--- config.mk ---
export PLATFORM = sky130hd
export DESIGN_NAME = imem_loader
export DESIGN_NICKNAME = d
export VERILOG_FILES = /design/src/rtl/imem_loader.sv
export SDC_FILE = /design/constraint.sdc
export NUM_CORES = 1
export LEC_CHECK = 0
export CAP_MARGIN = 20
export CELL_PAD_IN_SITES_DETAIL_PLACEMENT = 1
export CELL_PAD_IN_SITES_GLOBAL_PLACEMENT = 1
export CORE_MARGIN = 2
export CORE_UTILIZATION = 35
export CTS_CLUSTER_DIAMETER = 100
export CTS_CLUSTER_SIZE = 12
export DETAILED_ROUTE_END_ITERATION = 12
export HOLD_SLACK_MARGIN = 0.15
export PLACE_DENSITY = 0.67
export SLEW_MARGIN = 40
export SYNTH_ARGS = -nofsm -noshare
export SYNTH_HDL_FRONTEND = slang
export SYNTH_SLANG_ARGS = --single-unit
--- constraint.sdc ---
create_clock -name clk -period 2.25 [get_ports clk]
set_input_delay 0.45 -clock clk [delete_from_list [all_inputs] [get_ports clk]]
set_output_delay 0.45 -clock clk [all_outputs]
set_load 0.05 [all_outputs]
--- src/rtl/imem_loader.sv ---
// Byte-stream program loader that packs 32-bit instructions into 64-bit imem rows.
// Optional trailing checksum byte check with IMEM_LOADER_CHECKSUM_EN.
module imem_loader #(
  parameter int ROWS  = 64,
  parameter int ROW_W = 6
) (
  input  logic             clk,
  input  logic             rst_n,
  input  logic             start,
  input  logic [7:0]       num_instr,
  input  logic             in_valid,
  input  logic [7:0]       in_data,
  output logic             in_ready,
  output logic             wr_en,
  output logic [ROW_W-1:0] wr_row,
  output logic [63:0]      wr_data,
  output logic             busy,
  output logic             done,
  output logic             err
);

  localparam logic [8:0] CAP = 9'(2 * ROWS);

`ifdef IMEM_LOADER_CHECKSUM_EN
  typedef enum logic [1:0] {IDLE, LOAD, CHECK} state_t;
  logic [7:0] sum_q, sum_d;
  logic       err_d;
`else
  typedef enum logic [1:0] {IDLE, LOAD} state_t;
`endif

  state_t state_q, state_d;

  logic [7:0]       n_q, n_d, n_sat;
  logic [7:0]       icnt_q, icnt_d;
  logic [1:0]       bcnt_q, bcnt_d;
  logic [23:0]      cur_q, cur_d;
  logic [31:0]      lo_q, lo_d;
  logic [31:0]      instr;
  logic             accept, last;
  logic             rdy_d, busy_d, wr_en_d, done_d;
  logic [ROW_W-1:0] wr_row_d;
  logic [63:0]      wr_data_d;

  assign n_sat  = ({1'b0, num_instr} > CAP) ? CAP[7:0] : num_instr;
  assign accept = in_valid & in_ready;
  assign instr  = {in_data, cur_q};
  assign last   = (icnt_q == n_q - 8'd1);

  always_comb begin
    state_d   = state_q;
    n_d       = n_q;
    icnt_d    = icnt_q;
    bcnt_d    = bcnt_q;
    cur_d     = cur_q;
    lo_d      = lo_q;
    rdy_d     = in_ready;
    busy_d    = busy;
    wr_en_d   = 1'b0;
    wr_row_d  = wr_row;
    wr_data_d = wr_data;
    done_d    = 1'b0;
`ifdef IMEM_LOADER_CHECKSUM_EN
    sum_d     = sum_q;
    err_d     = err;
`endif
    unique case (state_q)
      IDLE: begin
        if (start) begin
          n_d    = n_sat;
          icnt_d = '0;
          bcnt_d = '0;
`ifdef IMEM_LOADER_CHECKSUM_EN
          sum_d  = '0;
          err_d  = 1'b0;
`endif
          if (n_sat == 8'd0) begin
`ifdef IMEM_LOADER_CHECKSUM_EN
            state_d = CHECK;
            rdy_d   = 1'b1;
            busy_d  = 1'b1;
`else
            done_d  = 1'b1;
`endif
          end else begin
            state_d = LOAD;
            rdy_d   = 1'b1;
            busy_d  = 1'b1;
          end
        end
      end
      LOAD: begin
        if (accept) begin
          bcnt_d = bcnt_q + 2'd1;
          cur_d  = {in_data, cur_q[23:8]};
`ifdef IMEM_LOADER_CHECKSUM_EN
          sum_d  = sum_q + in_data;
`endif
          if (bcnt_q == 2'd3) begin
            icnt_d = icnt_q + 8'd1;
            if (!icnt_q[0]) lo_d = instr;
            if (icnt_q[0] || last) begin
              wr_en_d   = 1'b1;
              wr_row_d  = ROW_W'(icnt_q >> 1);
              wr_data_d = icnt_q[0] ? {instr, lo_q}
                                    : {32'h0, instr};
            end
            if (last) begin
`ifdef IMEM_LOADER_CHECKSUM_EN
              state_d = CHECK;
`else
              state_d = IDLE;
              rdy_d   = 1'b0;
              busy_d  = 1'b0;
              done_d  = 1'b1;
`endif
            end
          end
        end
      end
`ifdef IMEM_LOADER_CHECKSUM_EN
      CHECK: begin
        if (accept) begin
          err_d   = ((sum_q + in_data) != 8'd0);
          state_d = IDLE;
          rdy_d   = 1'b0;
          busy_d  = 1'b0;
          done_d  = 1'b1;
        end
      end
`endif
      default: state_d = IDLE;
    endcase
  end

  always_ff @(posedge clk or negedge rst_n) begin
    if (!rst_n) begin
      state_q  <= IDLE;
      n_q      <= '0;
      icnt_q   <= '0;
      bcnt_q   <= '0;
      cur_q    <= '0;
      lo_q     <= '0;
      in_ready <= 1'b0;
      busy     <= 1'b0;
      wr_en    <= 1'b0;
      wr_row   <= '0;
      wr_data  <= '0;
      done     <= 1'b0;
    end else begin
      state_q  <= state_d;
      n_q      <= n_d;
      icnt_q   <= icnt_d;
      bcnt_q   <= bcnt_d;
      cur_q    <= cur_d;
      lo_q     <= lo_d;
      in_ready <= rdy_d;
      busy     <= busy_d;
      wr_en    <= wr_en_d;
      wr_row   <= wr_row_d;
      wr_data  <= wr_data_d;
      done     <= done_d;
    end
  end

`ifdef IMEM_LOADER_CHECKSUM_EN
  always_ff @(posedge clk or negedge rst_n) begin
    if (!rst_n) begin
      sum_q <= '0;
      err   <= 1'b0;
    end else begin
      sum_q <= sum_d;
      err   <= err_d;
    end
  end
`else
  assign err = 1'b0;
`endif

endmodule

==> metrics.md <==
| Metric | Value |
|---|---|
| Final antenna-violating net count | `0` |
| RePlAce Congestion | `0.810` |
| Skew-Pair Late Insertion Delay | `approximately 0.43 ns` |
| Port bufs | `just over 90` |
| CP cell instances | `buf_4 > nor3_1 > xnor2_1 > o211ai_1 > a211oi_4 > nand2b_4 > mux2_1` |
| Crit end category | `flop` |
| Die W | `138 um` |
| Synth Net Count | `575` |
| Pins Over Slew Limit | `0` |
| Final HPWL DP | `10800 um` |
| Most common cell after layout, fill and taps aside | `dfrtp_1` |
| Peak VDD IR | `~0.0009 V` |
| Post-layout util | `a little under half` |
| Slew headroom | `55.6%` |
| Final setup fails | `0` |
| Setup CP Type | `flop to flop` |
| Row cnt | `48` |
| CP Launch Type | `flop` |
| Largest net degree at the start of global routing | `47` |
| Pre-antenna DRT Iters | `4` |
| Largest family of logic cells by synthesized area | `multiplexers` |
| Final hold violations | `0` |
| Synth cell types | `34` |
| Crit path DAT | `between 2 and 3 ns` |
| Routed len/inst | `~19 um` |
| Design area | `8320 um^2` |
| Die area | `19000 um^2` |
| Total Routing Usage GR | `between 10% and 20%` |
| Fmax | `446 MHz` |
| Diodes inserted | `0` |
| Slowest stage delay, CP | `0.39 ns` |
| Initial drt markers | `237` |
| Final non-filler cell total | `895` |
| Area contributors post-synth | `dfrtp_1 (59%), mux2_2 (10%), nand2_1 (5.3%)` |
| Worst Path Required | `about 2.6 ns` |
| Post-Place Worst Slack | `-0.275 ns` |
| Final WL | `around 17000 um` |
| Clock Sink Count | `between 100 and 150` |
| Area Overhead vs Synth | `32.5%` |
| Vias in the first global route | `4978` |
| Post-synthesis compound-gate area fraction | `about 7.1%` |
| CP delay by family, top | `simple AND/OR/NAND/NOR gates` |
| Share of the synthesized area in the top cell type | `just under 60%` |
| Mean Syn Cell Area | `roughly 11 um^2` |
| Initial core utilization | `36.0%` |
| Layout Nets | `roughly 700` |
| CTS tree | `yes` |
| DRC errors left | `0` |
| DR vias/cell | `5.11` |
| Die Y | `138 um` |
| Synthesized instance count | `552` |
| Initial antenna violation count | `0` |
| Power Dens Cells | `1640 nW/um^2` |
| Vias post-DR | `4573` |
| Pleak | `3.60 nW` |
| Post-Place Cells | `854` |
| Clock Tree Root | `clkbuf_16` |
| Setup ws final | `about 0.0057 ns` |
| Status | `finished, final reports clean` |
| Synth warn | `0` |
| Yosys top cell by area | `dfrtp_1` |
| Final worst-path cycle share | `between 90% and 100%` |
| Highest-delay cell along the critical path | `dfrtp_1` |
| Worst-path fanout max | `4` |
| Ports | `between 90 and 100` |
| Clk buf depth | `2` |
| Post-Synth XOR/XNOR Area | `1.95%` |
| Final min period | `roughly 2.2 ns` |
| First-pass GRT wire length | `between 20000 and 30000 um` |
| Adder-cell area share of the yosys netlist | `0.598%` |
| Max_cap viols | `0` |
| Most frequent cells in the layout | `dfrtp_1 (144), clkdlybuf4s50_1 (92), nand2_1 (88)` |
| Worst Hold Margin | `around 0.49 ns` |
| RSZ-0062 raised after global routing | `true` |
| Clock-pin slew on the worst setup and hold paths | `0.06 ns` |
| Layout cells sized above 1 | `20.1%` |
| Remaining Overflow, GRT | `0` |
| DP Area | `7610 um^2` |
| Core ar. | `17400 um^2` |
| Seq/Total Area, Yosys | `between 50% and 60%` |
| Hold crit path type | `flop to flop` |
| Worst Skew | `0.00829 ns` |
| Cts bufs inserted | `17` |
| Mux cell area share after synthesis | `between 10% and 20%` |
| Number of synthesized register bits | `between 100 and 150` |
| Least-Margin Pin Slew | `0.666 ns` |
| Synth Area in Simple Gates | `12.2%` |
| Crit path buffers/inverters | `1` |
| H-tree levels | `4` |
| Cell Area, Synth | `6280 um^2` |
## layer usage
metal	share of wire [%]	track usage [%]	vias up
li1	-	-	2117
met1	46	24.1	2355
met2	49	30.4	84
met3	3.8	3.73	17
met4	1.4	6.86	0
met5	0	0	-
## state kept, by name (all words and copies together) (netlist names)
signal   cells
wr_data     64
lo_q        32
cur_q       24
icnt_q       8
n_q          8
wr_row       6
bcnt_q       2
busy         1
done         1
wr_en        1
## through the flow
stage / total power (W) / setup TNS [ns]
after floorplan: 0.00857 / -0.0526
after global placement: 0.0105 / -8.55
after detailed placement: 0.0107 / -15.78
after CTS: 0.0136 / 0
after global routing: 0.0144 / -3.03
final: 0.0136 / 0
## synth_stat cells
cell,count
o211a_1,1
nand3_1,9
nor3_1,36
xor2_1,9
buf_4,9
nand2b_1,6
conb_1,1
o211ai_1,1
a211oi_1,1
dfrtp_1,147
nor2_1,8
nand3b_1,7
buf_2,2
mux2_2,58
and3_1,3
mux2_1,4
nand4_1,3
a41oi_1,1
ha_1,3
nor4_1,2
nor2b_1,1
nand2_1,88
a211oi_2,1
and4_1,1
nor4_4,1
inv_1,4
a21oi_1,36
o21ai_0,39
xnor2_1,5
mux2i_1,32
o31a_1,1
o21bai_1,2
and2_1,1
clkbuf_1,29
## timing repair
action                                  4_1_cts  5_1_grt
hold buffers                                  1        0
gates cloned                                  0        2
resized for setup                             4        8
endpoints found under the setup margin       46       52
buffers inserted                              3        3
hold endpoints to repair                     41        0
pin swaps                                     2        6
## power breakdown
group,internal (W),switching (W)
sequential,0.00378,0.000889
combinational,0.00247,0.00373
clock,0.00159,0.00114
## cells by family after synthesis
family / count (synthesis)
other cells: 1
flops: 147
mux: 94
compound gates: 83
xor+xnor: 14
fa+ha+maj: 3
simple gates: 166
buf+inv: 44
## worst reg2reg max path, stage by stage (launching register included)
cell and delay [ns]:
dfrtp_1 0.39, buf_4 0.16, nor3_1 0.28, xnor2_1 0.20
o211ai_1 0.18, a211oi_4 0.31, nand2b_4 0.27, mux2_1 0.34
## layout make-up
class                           instances  area, um^2
Clock buffer                           22         464
Clock inverter                         10         101
Fill cell                            1850        9100
Inverter                                4        15.0
Multi-Input combinational cell        362        2460
Sequential cell                       147        3680
Tap cell                              225         282
Timing Repair Buffer                  125        1310
## path summary, 6_finish.rpt
kind / from / endpoint / slack [ns] / cells after the start
worst max register to register: n_q[1] / wr_row[2] / 0.006 / 7
max in group asynchronous: rst_n / lo_q[20] / 1.08 / 3
worst max-delay path: n_q[1] / wr_row[2] / 0.006 / 7
worst min register to register: wr_row[4] / wr_row[4] / 0.49 / 1
min in group asynchronous: rst_n / wr_data[62] / 0.51 / 2
worst min-delay path: wr_row[4] / wr_row[4] / 0.49 / 1
Note: power is estimated with default switching activity, not from simulation.
